[config.mk]
export PLATFORM = sky130hd
export DESIGN_NAME = cmsdk_my_input_stage_m0_flat
export DESIGN_NICKNAME = d
export VERILOG_FILES = /design/src/rtl/cmsdk_my_input_stage_m0_if.sv /design/src/rtl/cmsdk_my_input_stage_m0.sv /design/src/flat_wrapper.sv
export SDC_FILE = /design/constraint.sdc
export NUM_CORES = 1
export LEC_CHECK = 0
export CORE_MARGIN = 8
export CORE_UTILIZATION = 38
export CTS_CLUSTER_DIAMETER = 120
export DETAILED_ROUTE_END_ITERATION = 16
export HOLD_SLACK_MARGIN = 0.02
export PLACE_DENSITY = 0.76
export SLEW_MARGIN = 20
export SYNTH_ARGS = -nofsm -noshare
export SYNTH_HDL_FRONTEND = slang
export SYNTH_SLANG_ARGS = --single-unit
[constraint.sdc]
create_clock -name HCLK -period 1.5 [get_ports HCLK]
set_input_delay 0.15 -clock HCLK [delete_from_list [all_inputs] [get_ports HCLK]]
set_output_delay 0.15 -clock HCLK [all_outputs]
set_load 0.02 [all_outputs]
[src/rtl/cmsdk_my_input_stage_m0_if.sv]
// Signal bundle for one AHB bus-matrix input-stage port.
// The slave modport is the input stage. The master modport is the upstream master, arbiter and output stage.
interface cmsdk_my_input_stage_m0_if #(
   parameter int ADDR_WIDTH = 32
);
   logic                  HSELS;
   logic [ADDR_WIDTH-1:0] HADDRS;
   logic [1:0]            HTRANSS;
   logic                  HWRITES;
   logic [2:0]            HSIZES;
   logic [2:0]            HBURSTS;
   logic [3:0]            HPROTS;
   logic                  HMASTLOCKS;
   logic                  HREADYS;
   logic                  addr_grant;
   logic                  HREADYM;
   logic                  HREADYOUTM;
   logic                  HRESPM;
   logic                  HREADYOUTS;
   logic                  HRESPS;
   logic                  req_port;
   logic                  HSELI;
   logic [ADDR_WIDTH-1:0] HADDRI;
   logic [1:0]            HTRANSI;
   logic                  HWRITEI;
   logic [2:0]            HSIZEI;
   logic [2:0]            HBURSTI;
   logic [3:0]            HPROTI;
   logic                  HMASTLOCKI;

   modport slave (
      input  HSELS, HADDRS, HTRANSS, HWRITES, HSIZES, HBURSTS, HPROTS, HMASTLOCKS,
      input  HREADYS, addr_grant, HREADYM, HREADYOUTM, HRESPM,
      output HREADYOUTS, HRESPS, req_port,
      output HSELI, HADDRI, HTRANSI, HWRITEI, HSIZEI, HBURSTI, HPROTI, HMASTLOCKI
   );

   modport master (
      output HSELS, HADDRS, HTRANSS, HWRITES, HSIZES, HBURSTS, HPROTS, HMASTLOCKS,
      output HREADYS, addr_grant, HREADYM, HREADYOUTM, HRESPM,
      input  HREADYOUTS, HRESPS, req_port,
      input  HSELI, HADDRI, HTRANSI, HWRITEI, HSIZEI, HBURSTI, HPROTI, HMASTLOCKI
   );
endinterface

[src/rtl/cmsdk_my_input_stage_m0.sv]
// AHB bus-matrix input stage. It holds an ungranted address phase and wait-states the master until the arbiter accepts it.
// Optional macro INSTAGE_BURST_OVERRIDE_EN: a held SEQ beat and the rest of its burst are re-presented as NONSEQ/INCR.
module cmsdk_my_input_stage_m0 #(
   parameter int ADDR_WIDTH = 32
) (
   input logic                     HCLK,
   input logic                     HRESET,
   cmsdk_my_input_stage_m0_if.slave bus
);
   localparam logic [1:0] TR_IDLE   = 2'b00;
   localparam logic [1:0] TR_NONSEQ = 2'b10;
   localparam logic [1:0] TR_SEQ    = 2'b11;
   localparam logic [2:0] BU_INCR   = 3'b001;

   typedef enum logic [1:0] {
      ST_IDLE = 2'b00,
      ST_PEND = 2'b01,
      ST_DATA = 2'b10
   } state_t;

   state_t                state, state_nxt;
   logic                  live_valid, accept, sample, capture;
   logic [ADDR_WIDTH-1:0] held_addr;
   logic [1:0]            held_trans;
   logic                  held_write;
   logic [2:0]            held_size;
   logic [2:0]            held_burst;
   logic [3:0]            held_prot;
   logic                  held_lock;

   // The request and live outputs are gated by reset so that they sit at reset values while HRESET is high.
   assign live_valid = bus.HSELS & bus.HREADYS & bus.HTRANSS[1] & ~HRESET;
   assign accept     = bus.addr_grant & bus.HREADYM;
   assign sample     = (state == ST_IDLE) | ((state == ST_DATA) & bus.HREADYOUTM);
   assign capture    = sample & live_valid & ~accept;

   always_comb begin
      state_nxt = state;
      case (state)
         ST_PEND: if (accept) state_nxt = ST_DATA;
         ST_IDLE, ST_DATA: begin
            if (sample) begin
               if (live_valid) state_nxt = accept ? ST_DATA : ST_PEND;
               else            state_nxt = ST_IDLE;
            end
         end
         default: state_nxt = ST_IDLE;
      endcase
   end

   always_ff @(posedge HCLK or posedge HRESET) begin
      if (HRESET) begin
         state      <= ST_IDLE;
         held_addr  <= '0;
         held_trans <= '0;
         held_write <= 1'b0;
         held_size  <= '0;
         held_burst <= '0;
         held_prot  <= '0;
         held_lock  <= 1'b0;
      end else begin
         state <= state_nxt;
         if (capture) begin
            held_addr  <= bus.HADDRS;
            held_trans <= bus.HTRANSS;
            held_write <= bus.HWRITES;
            held_size  <= bus.HSIZES;
            held_burst <= bus.HBURSTS;
            held_prot  <= bus.HPROTS;
            held_lock  <= bus.HMASTLOCKS;
         end
      end
   end

`ifdef INSTAGE_BURST_OVERRIDE_EN
   // A held SEQ beat marks the rest of its burst. The mark clears at the next live NONSEQ.
   logic burst_ovr;
   always_ff @(posedge HCLK or posedge HRESET) begin
      if (HRESET)
         burst_ovr <= 1'b0;
      else if (sample & live_valid)
         burst_ovr <= (bus.HTRANSS == TR_SEQ) & (capture | burst_ovr);
   end
`endif

   always_comb begin
      bus.req_port   = (state == ST_PEND) | live_valid;
      bus.HSELI      = bus.HSELS & ~HRESET;
      bus.HADDRI     = bus.HADDRS;
      bus.HTRANSI    = (bus.HSELS & bus.HREADYS & ~HRESET) ? bus.HTRANSS : TR_IDLE;
      bus.HWRITEI    = bus.HWRITES;
      bus.HSIZEI     = bus.HSIZES;
      bus.HBURSTI    = bus.HBURSTS;
      bus.HPROTI     = bus.HPROTS;
      bus.HMASTLOCKI = bus.HMASTLOCKS;
      bus.HREADYOUTS = 1'b1;
      bus.HRESPS     = 1'b0;
      case (state)
         ST_PEND: begin
            bus.HSELI      = 1'b1;
            bus.HADDRI     = held_addr;
            bus.HTRANSI    = held_trans;
            bus.HWRITEI    = held_write;
            bus.HSIZEI     = held_size;
            bus.HBURSTI    = held_burst;
            bus.HPROTI     = held_prot;
            bus.HMASTLOCKI = held_lock;
            bus.HREADYOUTS = 1'b0;
`ifdef INSTAGE_BURST_OVERRIDE_EN
            if (held_trans == TR_SEQ) begin
               bus.HTRANSI = TR_NONSEQ;
               bus.HBURSTI = BU_INCR;
            end
`endif
         end
         ST_DATA: begin
            bus.HREADYOUTS = bus.HREADYOUTM;
            bus.HRESPS     = bus.HRESPM;
         end
         default: ;
      endcase
`ifdef INSTAGE_BURST_OVERRIDE_EN
      if ((state != ST_PEND) && burst_ovr && (bus.HTRANSI == TR_SEQ)) begin
         bus.HTRANSI = TR_NONSEQ;
         bus.HBURSTI = BU_INCR;
      end
`endif
   end
endmodule

[src/flat_wrapper.sv]
// flat-port wrapper written by rule: the top's interface ports become plain ports
module cmsdk_my_input_stage_m0_flat 
#(
   parameter int ADDR_WIDTH = 32
)
  (HCLK, HRESET, bus_HSELS, bus_HADDRS, bus_HTRANSS, bus_HWRITES, bus_HSIZES, bus_HBURSTS, bus_HPROTS, bus_HMASTLOCKS, bus_HREADYS, bus_addr_grant, bus_HREADYM, bus_HREADYOUTM, bus_HRESPM, bus_HREADYOUTS, bus_HRESPS, bus_req_port, bus_HSELI, bus_HADDRI, bus_HTRANSI, bus_HWRITEI, bus_HSIZEI, bus_HBURSTI, bus_HPROTI, bus_HMASTLOCKI);
  cmsdk_my_input_stage_m0_if #(.ADDR_WIDTH(ADDR_WIDTH)) bus_i ();
  input logic HCLK;
  input logic HRESET;
  input wire logic [$bits(bus_i.HSELS)-1:0] bus_HSELS;
  input wire logic [$bits(bus_i.HADDRS)-1:0] bus_HADDRS;
  input wire logic [$bits(bus_i.HTRANSS)-1:0] bus_HTRANSS;
  input wire logic [$bits(bus_i.HWRITES)-1:0] bus_HWRITES;
  input wire logic [$bits(bus_i.HSIZES)-1:0] bus_HSIZES;
  input wire logic [$bits(bus_i.HBURSTS)-1:0] bus_HBURSTS;
  input wire logic [$bits(bus_i.HPROTS)-1:0] bus_HPROTS;
  input wire logic [$bits(bus_i.HMASTLOCKS)-1:0] bus_HMASTLOCKS;
  input wire logic [$bits(bus_i.HREADYS)-1:0] bus_HREADYS;
  input wire logic [$bits(bus_i.addr_grant)-1:0] bus_addr_grant;
  input wire logic [$bits(bus_i.HREADYM)-1:0] bus_HREADYM;
  input wire logic [$bits(bus_i.HREADYOUTM)-1:0] bus_HREADYOUTM;
  input wire logic [$bits(bus_i.HRESPM)-1:0] bus_HRESPM;
  output wire logic [$bits(bus_i.HREADYOUTS)-1:0] bus_HREADYOUTS;
  output wire logic [$bits(bus_i.HRESPS)-1:0] bus_HRESPS;
  output wire logic [$bits(bus_i.req_port)-1:0] bus_req_port;
  output wire logic [$bits(bus_i.HSELI)-1:0] bus_HSELI;
  output wire logic [$bits(bus_i.HADDRI)-1:0] bus_HADDRI;
  output wire logic [$bits(bus_i.HTRANSI)-1:0] bus_HTRANSI;
  output wire logic [$bits(bus_i.HWRITEI)-1:0] bus_HWRITEI;
  output wire logic [$bits(bus_i.HSIZEI)-1:0] bus_HSIZEI;
  output wire logic [$bits(bus_i.HBURSTI)-1:0] bus_HBURSTI;
  output wire logic [$bits(bus_i.HPROTI)-1:0] bus_HPROTI;
  output wire logic [$bits(bus_i.HMASTLOCKI)-1:0] bus_HMASTLOCKI;
  assign bus_i.HSELS = bus_HSELS;
  assign bus_i.HADDRS = bus_HADDRS;
  assign bus_i.HTRANSS = bus_HTRANSS;
  assign bus_i.HWRITES = bus_HWRITES;
  assign bus_i.HSIZES = bus_HSIZES;
  assign bus_i.HBURSTS = bus_HBURSTS;
  assign bus_i.HPROTS = bus_HPROTS;
  assign bus_i.HMASTLOCKS = bus_HMASTLOCKS;
  assign bus_i.HREADYS = bus_HREADYS;
  assign bus_i.addr_grant = bus_addr_grant;
  assign bus_i.HREADYM = bus_HREADYM;
  assign bus_i.HREADYOUTM = bus_HREADYOUTM;
  assign bus_i.HRESPM = bus_HRESPM;
  assign bus_HREADYOUTS = bus_i.HREADYOUTS;
  assign bus_HRESPS = bus_i.HRESPS;
  assign bus_req_port = bus_i.req_port;
  assign bus_HSELI = bus_i.HSELI;
  assign bus_HADDRI = bus_i.HADDRI;
  assign bus_HTRANSI = bus_i.HTRANSI;
  assign bus_HWRITEI = bus_i.HWRITEI;
  assign bus_HSIZEI = bus_i.HSIZEI;
  assign bus_HBURSTI = bus_i.HBURSTI;
  assign bus_HPROTI = bus_i.HPROTI;
  assign bus_HMASTLOCKI = bus_i.HMASTLOCKI;
  cmsdk_my_input_stage_m0 #(.ADDR_WIDTH(ADDR_WIDTH)) u_core (.HCLK(HCLK), .HRESET(HRESET), .bus(bus_i));
endmodule
* Word-level counts from Yosys, hierarchy flattened *
Cells that the tools add are included.

storage, ports and cells
  bits in writable memories = 0
  bits of input ports = 54
  latch bits = 0
  memories kept = 0
  word-level logic and storage cells = 44
  output and inout bits = 50
  bits in registers = 48
  bits in read-only memories = 0

cells by class
  equality and inequality tests = 4
  $lt $le $gt $ge = 0
  multipliers = 0
  reduce and logical (&&, ||, !) cells = 3
  muxes and demuxes = 16
  shift-type cells = 0
  add/subtract/negate cells = 0
  div/mod/pow operators = 0
  bitwise logic cells = 13

operators with widths
  operator              number
  $mux W32              1
  $mux W2               6
  $and A1 B1 Y1         9
  $mux W3               2
  $mux W1               4
  $mux W4               1
  $ne A2 B1 Y1 const B  2
  $pmux W2 S2           1
  $eq A2 B1 Y1 const B  1
  $eq A2 B2 Y1 const B  1
  $logic_not A2 Y1      1
  $not A1 Y1            2
  $or A1 B1 Y1          2
  $pmux W1 S2           1
  $reduce_and A2 Y1     1
  $reduce_or A2 Y1      1

* Longest topological paths before layout *
  depth after elaboration = 6
  gate-level depth with buffers = 5
  gate-level depth less buffers = 3

* Worst setup path before layout *
Ideal clock, no wire load.

  kind = input-to-output
  start point = input port HRESET
  end point = output port bus_HTRANSI[0]
  required time = 1350 ps
  setup slack = -521 ps
  path buffers = 0
  stages = 3
  arrival time = 1871 ps
  path through = inv_1 > nand4_1 > o21ai_0

on the way
  longest elaborated chain between the ends = 4

ends and longest elaborated chain
  item             RTL line                       source
  start, declared  flat_wrapper.sv:9              input logic HRESET;
  $not A1 Y1       cmsdk_my_input_stage_m0.sv:90  bus.HTRANSI = (bus.HSELS & bus.HREADYS & ~HRESET) ? bus.HTRANSS : TR_IDLE;
  $and A1 B1 Y1    cmsdk_my_input_stage_m0.sv:90
  $mux W2          cmsdk_my_input_stage_m0.sv:90
  $mux W2          cmsdk_my_input_stage_m0.sv:98  case (state)
  end, declared    flat_wrapper.sv:28             output wire logic [$bits(bus_i.HTRANSI)-1:0] bus_HTRANSI;

Every way passes these cells.

* Worst setup path in the final report *
  start point = input port bus_HTRANSS[1]
  end point = register u_core.held_prot[2]

on the way
  longest elaborated chain between the ends = 4

ends and longest elaborated chain
  item                         RTL line                       source
  start, declared              flat_wrapper.sv:12             input wire logic [$bits(bus_i.HTRANSS)-1:0] bus_HTRANSS;
  $and A1 B1 Y1 (2 in series)  cmsdk_my_input_stage_m0.sv:32  assign live_valid = bus.HSELS & bus.HREADYS & bus.HTRANSS[1] & ~HRESET;
  $and A1 B1 Y1 (2 in series)  cmsdk_my_input_stage_m0.sv:35  assign capture = sample & live_valid & ~accept;
  end signal, assigned         cmsdk_my_input_stage_m0.sv:69  held_prot <= bus.HPROTS;
  end, declared                cmsdk_my_input_stage_m0.sv:28  logic [3:0] held_prot;

Every way passes these cells.
A chain may end at the register's enable or synchronous reset.

==> out/results.ini <==
[timing]
slew_viol_final = 0
rsz0062_at_grt = yes
whs_ns = 0.228
worst-slew-pin-transition_ns = 0.608
finalCritPeriodShare = 1.15
layout_min_cycle_time_ns = 1.73
setup_viol = 95
setup_ws_ns = -0.229
relSlewSlack = 0.595
hold_viol = 0
final.setup_skew_ns = 0.00528
max_freq_ghz = 0.578

[routing]
drc = 0
vias_per_cell = 5.03
vias = 2443
wl_per_cell_um = 18.4
dr.pass1.iters = 4
drt_iter0_drc = 58
postRouteAntennaNets = 0
drt-total-wl_mm = 8.94

[pwr]
total_power_uw = 4940
p_leak_uw = 0.00241
max-vdd-ir-drop_v = 0.000643
powerDensity_mw_per_mm2 = 1020

[cells_and_area]
syn2layout_area_growth_pct = 97.2
n_fill_cell = 393
final_nets = 462
final_cell_area_sq_mm = 0.00483
antenna_cells = 0
drive_gt1_frac = 0.572
layout_commonest_cell = nand2_1
final_cell_mix = nand2_1, buf_6, nand2_2, clkdlybuf4s50_1, dfrtp_1

[setup_path]
path_delay_family = buffers and inverters
cp-start-kind = primary input
path_cells = clkdlybuf4s50_1 -> nand4b_4 -> nor4b_4 -> buf_6 -> buf_12 -> buf_8 -> mux2_4
worstSetupPathDepth = 7
end_kind = register
r2r_cells = 6
r2r_end = u_core.held_prot[2]
worstSetupStartpoint = bus_HTRANSS[1]
r2r-start = u_core.state[0]
path_class = in2reg
critPathCapture = u_core.held_prot[2]
max_stage_delay_ns = 0.51
cp_num_buf_inv = 4
rrSetupSlack_ns = -0.22
required_ns = 1.68
worst-path-max-fanout = 5
arrival_ns = 1.91
cp_slowest_cell = clkdlybuf4s50_1

[die]
coreArea_sq_mm = 0.00628
rows = 29
io_pins = 104
die_w_um = 96.3
die-height_um = 96.3
die-area_sq_mm = 0.00926
start_util = 0.390

[clock_tree]
clockRootBuffer = clkbuf_8
hold_buffers = 0
h-tree-depth = 2
insertion_delay_ns = 0.29
clk_pin_slew_ns = 0.09
numCtsBuffers = 5
cts_sinks = 48
clockBufferDepth = 2
cts_tree = built

[global_routing]
grt_usage = 0.170
antenna_found_initial = 0
overflow = 0
grt_pass1_wl_mm = 12.3
grt_max_degree = 49
grt_pass1_vias = 2502

[logic_synthesis]
yosysWarnings = 0
synthArstFlopShare = 1.00
syn_nets = 316
ys.flop_type = dfrtp_1
synth_edf_count = 0
yosysUniqueCellTypes = 22
avgSynthCellArea_sq_um = 9.34
ys_ff_latch = 48
netlist_instances = 262
synthesis.area_sq_mm = 0.00245
synth_seq_area_share = 0.491

[status]
status = finished, violations left
violations = setup timing

[place]
dpl-instance-area_sq_mm = 0.00370
port_buffers = 103
pre_cts_slack_ns = -0.536
place.gp.congestion = 0.738
hpwlAfterDp_mm = 5.09

[flow_run]
cap_violations = 0

[min_path]
hp-class = in2async

==> repair_timing <==
| item | in CTS | in global routing |
|---|---|---|
| setup endpoints to repair | 95 | 97 |
| setup buffers | 11 | 15 |
| pin swaps | 3 | 43 |
| gates cloned | 5 | 4 |
| gates resized for setup | 294 | 193 |
==> logic make-up after synthesis <==
logic type,share of synthesized area
buffers and inverters,0.0399
DFF,0.491
AOI/OAI and AO/OA,0.0169
and+or+nand+nor,0.245
muxes,0.207
==> flip-flops by register name, summed over array words and instances (netlist names) <==
name,count
u_core.held_prot,4
u_core.held_write,1
u_core.held_size,3
u_core.held_trans,2
u_core.held_addr,32
u_core.held_lock,1
u_core.held_burst,3
u_core.state,2
==> per-layer routing <==
metal,up-vias,wire length (um),GRT usage
met5,-,0,0
met4,0,106,0.0410
met3,12,647,0.0546
met2,78,4780,0.298
met1,1222,3410,0.194
li1,1131,-,-
==> cells in the mapped netlist (2+ instances only) <==
cell,n,area share
buf_6,4,0.018
mux2_1,28,0.13
dfrtp_1,48,0.49
mux2_2,17,0.078
clkbuf_1,10,0.015
o21ai_0,2,0.0041
a21o_1,2,0.0061
nand2_1,136,0.21
nor2b_1,2,0.0051
==> where the power goes <==
part	internal [uW]	switching (uW)	total (uW)
Sequential	1650	283	1930
Combinational	1230	858	2090
Clock	495	422	917
==> area by class of cell <==
cell class,instances,area [sq um],area share
clock inverters,2,35.0,0.00726
inverters,1,7.51,0.00156
well taps,77,96.3,0.0200
flip-flops and latches,48,1200,0.249
multi-input cells,197,1640,0.339
clock buffers,6,72.6,0.0150
repair buffers,155,1770,0.367
==> stage by stage <==
step,TNS (ns),cells,util
2_1_floorplan,-0.757,262,-
3_3_place_gp,-33.56,448,0.589
3_5_place_dp,-35.93,448,0.589
4_1_cts,-13.04,471,0.668
5_1_grt,-21.42,486,0.769
6_report,-15.17,486,0.769
==> worst reg2reg max path, cell delays in order (launching register included) <==
cell and delay, ns:
dfrtp_2 0.45, buf_6 0.14, nor4b_4 0.28, buf_6 0.19, buf_12 0.12, buf_8 0.12, mux2_4 0.31
==> worst min-delay path by stage <==
stage	from	endpoint	slack [ns]	cells after the start
floorplan	HRESET	u_core.held_addr[0]	0.19	1
global placement	u_core.held_trans[1]	u_core.held_trans[1]	0.46	1
detailed placement	u_core.held_burst[2]	u_core.held_burst[2]	0.47	1
CTS	bus_HADDRS[30]	u_core.held_addr[30]	0.47	2
global route	HRESET	u_core.held_size[1]	0.30	4
finish	HRESET	u_core.held_addr[31]	0.23	4
Power figures use the tool's default switching activity.
